===== src/rtl/operand_tile_feeder.sv =====
// operand_tile_feeder
// Collects an NxN A tile and an NxN B tile, one row per load beat. It then
// streams N beats to a systolic array. Beat k carries column k of A and row k
// of B.
// Optional build macro: OPERAND_TILE_FEEDER_PERF_EN adds two saturating
// performance counters, tiles_done and stall_cycles.
//
// state     | meaning
// ----------+----------------------------------------------------------
// LOAD_A    | accepting rows of A into buffer A, cnt = row index
// LOAD_B    | accepting rows of B into buffer B, cnt = row index
// STREAM    | presenting beat cnt to the array, advancing on input_ready
module operand_tile_feeder #(
  parameter int DATA_WIDTH = 8,
  parameter int N          = 4,
  parameter int CNT_WIDTH  = 16
) (
  input  logic                           clk,
  input  logic                           reset,
  input  logic                           load_valid,
  output logic                           load_ready,
  input  logic [N-1:0][DATA_WIDTH-1:0]   load_row,
  output logic                           a_input_valid,
  output logic                           b_input_valid,
  input  logic                           input_ready,
  output logic [N-1:0][DATA_WIDTH-1:0]   a_data,
  output logic [N-1:0][DATA_WIDTH-1:0]   b_data,
  output logic                           last,
  output logic                           busy
`ifdef OPERAND_TILE_FEEDER_PERF_EN
  ,
  output logic [CNT_WIDTH-1:0]           tiles_done,
  output logic [CNT_WIDTH-1:0]           stall_cycles
`endif
);

  localparam int CW = (N > 1) ? $clog2(N) : 1;
  localparam logic [CW-1:0] LAST_IDX = CW'(N - 1);

  localparam logic [1:0] ST_LOAD_A = 2'd0;
  localparam logic [1:0] ST_LOAD_B = 2'd1;
  localparam logic [1:0] ST_STREAM = 2'd2;

  logic [1:0]                          r_state;
  logic [CW-1:0]                       r_cnt;
  logic [N-1:0][DATA_WIDTH-1:0]        r_buf_a [N];
  logic [N-1:0][DATA_WIDTH-1:0]        r_buf_b [N];

  logic w_in_stream;
  logic w_cnt_last;
  logic w_load_fire;
  logic w_beat_done;

  assign w_in_stream = (r_state == ST_STREAM);
  assign w_cnt_last  = (r_cnt == LAST_IDX);
  assign w_load_fire = load_valid && load_ready;
  assign w_beat_done = w_in_stream && input_ready;

  // Sequence control: state and the shared row/beat counter
  always_ff @(posedge clk) begin
    if (!reset) begin
      r_state <= ST_LOAD_A;
      r_cnt   <= '0;
    end else begin
      case (r_state)
        ST_LOAD_A: begin
          if (w_load_fire) begin
            if (w_cnt_last) begin
              r_cnt   <= '0;
              r_state <= ST_LOAD_B;
            end else begin
              r_cnt <= r_cnt + CW'(1);
            end
          end
        end
        ST_LOAD_B: begin
          if (w_load_fire) begin
            if (w_cnt_last) begin
              r_cnt   <= '0;
              r_state <= ST_STREAM;
            end else begin
              r_cnt <= r_cnt + CW'(1);
            end
          end
        end
        ST_STREAM: begin
          if (input_ready) begin
            if (w_cnt_last) begin
              r_cnt   <= '0;
              r_state <= ST_LOAD_A;
            end else begin
              r_cnt <= r_cnt + CW'(1);
            end
          end
        end
        default: begin
          r_state <= ST_LOAD_A;
          r_cnt   <= '0;
        end
      endcase
    end
  end

  // Tile buffers: a row write per accepted load beat, cleared on reset so a
  // discarded partial tile never leaks into the next one
  always_ff @(posedge clk) begin
    if (!reset) begin
      for (int i = 0; i < N; i++) begin
        r_buf_a[i] <= '0;
        r_buf_b[i] <= '0;
      end
    end else if (w_load_fire) begin
      if (r_state == ST_LOAD_A) begin
        r_buf_a[r_cnt] <= load_row;
      end else begin
        r_buf_b[r_cnt] <= load_row;
      end
    end
  end

  // Stream outputs: column cnt of A and row cnt of B, forced to zero off-stream
  always_comb begin
    a_data        = '0;
    b_data        = '0;
    last          = 1'b0;
    a_input_valid = 1'b0;
    b_input_valid = 1'b0;
    if (w_in_stream) begin
      a_input_valid = 1'b1;
      b_input_valid = 1'b1;
      last          = w_cnt_last;
      for (int i = 0; i < N; i++) begin
        a_data[i] = r_buf_a[i][r_cnt];
      end
      b_data = r_buf_b[r_cnt];
    end
  end

  // Handshake and status flags
  always_comb begin
    load_ready = (r_state == ST_LOAD_A) || (r_state == ST_LOAD_B);
    busy       = (r_state != ST_LOAD_A) || (r_cnt != '0);
  end

`ifdef OPERAND_TILE_FEEDER_PERF_EN
  logic [CNT_WIDTH-1:0] r_tiles_done;
  logic [CNT_WIDTH-1:0] r_stall_cycles;

  // Saturating counters of completed tiles and back-pressured stream cycles
  always_ff @(posedge clk) begin
    if (!reset) begin
      r_tiles_done   <= '0;
      r_stall_cycles <= '0;
    end else begin
      if (w_beat_done && w_cnt_last && (r_tiles_done != '1)) begin
        r_tiles_done <= r_tiles_done + CNT_WIDTH'(1);
      end
      if (w_in_stream && !input_ready && (r_stall_cycles != '1)) begin
        r_stall_cycles <= r_stall_cycles + CNT_WIDTH'(1);
      end
    end
  end

  assign tiles_done   = r_tiles_done;
  assign stall_cycles = r_stall_cycles;
`endif

endmodule

===== config.mk =====
export PLATFORM = sky130hd
export DESIGN_NAME = operand_tile_feeder
export DESIGN_NICKNAME = d
export VERILOG_FILES = /design/src/rtl/operand_tile_feeder.sv
export SDC_FILE = /design/constraint.sdc
export NUM_CORES = 1
export LEC_CHECK = 0
export CAP_MARGIN = 5
export CORE_ASPECT_RATIO = 0.6
export CORE_MARGIN = 5
export CORE_UTILIZATION = 30
export DETAILED_ROUTE_END_ITERATION = 8
export PLACE_DENSITY = 0.53
export SYNTH_ARGS = -nofsm -noshare
export SYNTH_HDL_FRONTEND = slang
export SYNTH_SLANG_ARGS = --single-unit

===== constraint.sdc =====
create_clock -name clk -period 4.51 [get_ports clk]
set_clock_uncertainty 0.2 [all_clocks]
set_input_delay 1.353 -clock clk [delete_from_list [all_inputs] [get_ports clk]]
set_output_delay 1.353 -clock clk [all_outputs]
set_load 0.02 [all_outputs]

**Yosys cells after proc, flatten, opt, wreduce, memory -nomap -nowiden**

Memories as Yosys holds them, arrays and structs flattened. A register that Yosys moved wholly into a read port is not among the register bits.
Index checks and enable logic that the tools add are counted.

- Reduce and logical (&&, ||, !) cells: 11
- Eq/ne operators: 10
- Add/sub/neg operators: 1
- $lt $le $gt $ge: 1
- Mux-type cells: 40

Operators with widths:

| kind | count |
|---|---|
| 32-bit two-way mux | 4 |
| 8-bit binary-select mux with 2-bit select | 4 |
| 32-bit OR reduction | 2 |
| 8-bit two-way mux | 4 |
| 2-bit two-way mux | 13 |
| 1-bit two-way mux | 13 |
| 2-bit inequality test (second input constant) | 5 |
| 2-bit one-hot mux with 3 select lines | 1 |
| 6-bit AND reduction | 1 |
| 2-bit == test (second input constant) | 2 |
| 2-bit by 1-bit inequality test with 1-bit output (second input constant) | 2 |
| 2-bit one-hot mux with 2 select lines | 1 |
| 2-bit nonzero test | 2 |
| 2-bit by 3-bit < comparator with 1-bit output (second input constant) | 1 |
| 2-bit by 1-bit adder with 2-bit output (second input constant) | 1 |
| 2-bit by 1-bit == test with 1-bit output (second input constant) | 1 |
| 2-bit logical NOT | 1 |
| 1-bit logical OR | 2 |
| 2-bit AND reduction | 1 |
| 2-bit OR reduction | 1 |
| 1-bit logical AND | 1 |

- RAM bits: 256
- Bits in registers: 4
- Memories: 2

Memory list:

| memory | depth | bits a word | read ports | clocked after memory_dff | write ports | line | text |
|---|---|---|---|---|---|---|---|
| r_buf_a | 4 | 32 | 4 | 0 | 4 | 46 | `logic [N-1:0][DATA_WIDTH-1:0] r_buf_a [N];` |
| r_buf_b | 4 | 32 | 1 | 1 | 4 | 47 | `logic [N-1:0][DATA_WIDTH-1:0] r_buf_b [N];` |

**Logic depth before layout (Yosys ltp)**

- Word-level depth: 8
- Depth in mapped cells: 6
- Mapped depth without buffers: 4

**Least setup slack after synthesis**

No wires, ideal clock.

- Path kind: input-to-reg
- From: in reset
- To: mem r_buf_b[1][0] (netlist name) (enable)
- Slack: -0.192 ns
- Setup time: 0.466 ns
- Required time: 3.844 ns
- Data arrival time: 4.036 ns
- Cell stages on the path: 3
- Cells stage by stage: buf_2 -> nand4bb_4 -> o21ai_0

RTL lines:

| what | line | text |
|---|---|---|
| start: declaration | 19 | `input logic reset,` |
| end: declaration | 47 |  |

==> metrics <==
# H-tree levels 1; critical path class reg -> out; DIE AREA 43600 sq um; CP Cell Sequence buf_4 -> mux4_2 -> nor2b_1 -> clkdlybuf4s50_1; CTS tree yes; filler cell count 3688; post-CTS setup buffer count 0; CTS sink count 262; non-filler cells, final 1400; CP startpoint kind flip-flop; crit path time final 4.29 ns; Layout Area Growth over Synthesis 22.4%; Pleak 5.00 nW; first-pass GRT wire length 48100 microns; Worst EP arrival 2.74 ns; Setup WS pre-CTS 0.638 ns; Final Wtd Congestion 0.761; total CTS buffers 27; Final ANT Viol Nets 0; met2 wire len 14500 microns; clock buffer depth 3; Worst-path clk slew 0.07 ns; RSZ-0062 raised after global routing no; Ports 105; total power draw 5.46 mW; Max Cap Violations 0; starting density of the core 30.3%; Syn. warnings 0; antenna violations before repair 6; Overflow after GRT 0; sw frac 23.4%; Peak VDD IR 259 uV; vias per cell 4.63; DRC 0; routed len/inst 23.6 microns; Pre-Repair DR Iteration Count 4; status completed; Placed Cells 1348; sequential group share of total power 52.3%; Final setup viols 0; max-slew violations 0; die height 164 microns; core area 39000 sq um; Crit. End Element output pin; CP top delay family buffers and inverters; Worst-Margin Slew 0.683 ns; final WL 33000 microns; Final Util 37.1%; Mapped Nets 783; Yosys reg bits 262; hpwl dp 21200 microns; TNS Setup 0 ns; internal power 4.18 mW; max frequency 233 MHz; PnR worst setup slack 0.219 ns; largest net degree at the start of global routing 69; top cell type's share of synthesized area 65.1%; first-iteration detailed-routing DRC count 619; number of cell rows 56; vias in the first global route 6655; Required @ worst endpoint 2.96 ns; clock network power share 38.7%; CTS Root Cell clkbuf_16; Die W 266 microns; post-synth top area cell edfxtp_1; HP Class reg -> reg; highest routed layer met4; WP buf/inv 2; Slew HR 54.3%; Final period util 95.1%; Synth cell types 31; CP max stage cell dfxtp_2; sw power 1.28 mW; power per cell area 378 nW/um^2; Vias 6487; post-synthesis sequential area ratio 66.1%; Met3 Routed Length 2130 microns; met1 WL 15800 microns; Final Hold Viols 0; Gate power share 9.0%; Post-Syn Area 11800 sq um; fraction of layout cells with a size suffix above 1 17.2%; Synth area leaders edfxtp_1, and2_1, mux4_2, nor2b_1, dfxtp_1; Critical Path Fanout Max 23; I/O Buffers 104; gr usage total 15.1%; synthesized area per cell 15.9 sq um; fin nets 893; later-pin clock latency in the skew report 0.54 ns; Mapped Cells 745; CP max stage delay 0.75 ns
[Yosys cell counts (all sizes together)]
cell type / number
and2: 256
edfxtp: 256
nor2b: 65
mux4: 64
clkbuf: 28
buf: 23
nand2: 8
dfxtp: 6
nor2: 6
o21ai: 6
inv: 5
nand2b: 4
nor3: 3
and3: 2
ha: 2
mux2i: 2
a21oi: 1
a22o: 1
nand3: 1
nand4: 1
nand4b: 1
nand4bb: 1
o22ai: 1
o31ai: 1
xnor2: 1
[worst min-delay path, cell delays in order (launching register included)]
cell and delay [ns]:
dfxtp_1 0.41, inv_1 0.11, and3_1 0.15
[layer usage]
layer | GRT usage [%] | vias up
met4 | 2.78 | 0
met1 | 22.9 | 3330
met2 | 22.5 | 188
met5 | 0 | -
met3 | 3.26 | 43
li1 | - | 2926
[registers in the layout, summed over array words and instances (netlist names), named ones only]
signal	flops
r_buf_a	128
r_buf_b	128
r_cnt	2
r_state	2
[cell families after synthesis]
| family | after synthesis | share of synthesized area [%] |
|---|---|---|
| flops | 262 | 66.1 |
| simple gates | 348 | 18.5 |
| mux | 66 | 12.4 |
| buf+inv | 56 | 2.24 |
| xor+xnor | 1 | 0.0742 |
| fa+ha+maj | 2 | 0.212 |
| compound gates | 10 | 0.487 |
[final cells by class]
class	instances	area (sq um)	share of cell area, %
sequential	262	7810	54.0
inverter	5	18.8	0.130
clock buffer	29	683	4.72
tap	522	653	4.52
timing repair buffer	132	1350	9.34
antenna	5	12.5	0.0865
multi-input combinational	427	3810	26.4
clock inverter	18	114	0.787
[cells in the final DEF, fill, tap and decap left out, drive strengths merged, types with 4 or more instances in the layout]
master | Yosys | final
inv | 5 | 6
nand2b | 4 | 4
and2 | 256 | 256
clkinv | 0 | 16
buf | 23 | 28
nor2b | 65 | 65
nand2 | 8 | 8
diode | 0 | 5
clkdlybuf4s50 | 0 | 104
dfxtp | 6 | 6
o21ai | 6 | 6
mux4 | 64 | 64
clkbuf | 28 | 29
nor2 | 6 | 6
edfxtp | 256 | 256
[per-stage QoR]
stage,instance area (sq um),hold WS [ns]
after detailed placement,13600,0.490
after global routing,14400,0.543
after global placement,13600,0.451
after floorplan,11800,0.449
after CTS,14400,0.501
final,14500,0.486
[what timing repair did]
item                       4_1_cts  5_1_grt
setup endpoints to repair        0       14
hold buffers                     0        0
gates resized for setup          0        1
hold endpoints to repair         0        0
[worst paths after layout]
| check | startpoint | to | slack [ns] | depth (start not counted) |
|---|---|---|---|---|
| setup / recovery | r_cnt[1]$_SDFFE_PN0N_ | a_data[6] | 0.22 | 4 |
| hold / removal | r_state[1]$_SDFFE_PN0P_ | r_state[0]$_SDFFE_PN0P_ | 0.49 | 2 |
| hold reg to reg | r_state[1]$_SDFFE_PN0P_ | r_state[0]$_SDFFE_PN0P_ | 0.49 | 2 |
| setup reg to reg | r_cnt[1]$_SDFFE_PN0N_ | r_buf_a[2][14]$_SDFFCE_PN0P_ | 1.99 | 3 |
[power by group through the flow]
stage	Sequential, mW	Clock, mW	Combinational (mW)
global route	2.87	2.26	0.526
CTS	2.86	2.15	0.505
finish	2.86	2.11	0.490
detailed placement	2.91	0	0.505
floorplan	2.88	0	0.307
global placement	2.91	0	0.502
No activity file was read; power rests on OpenSTA's default activity.
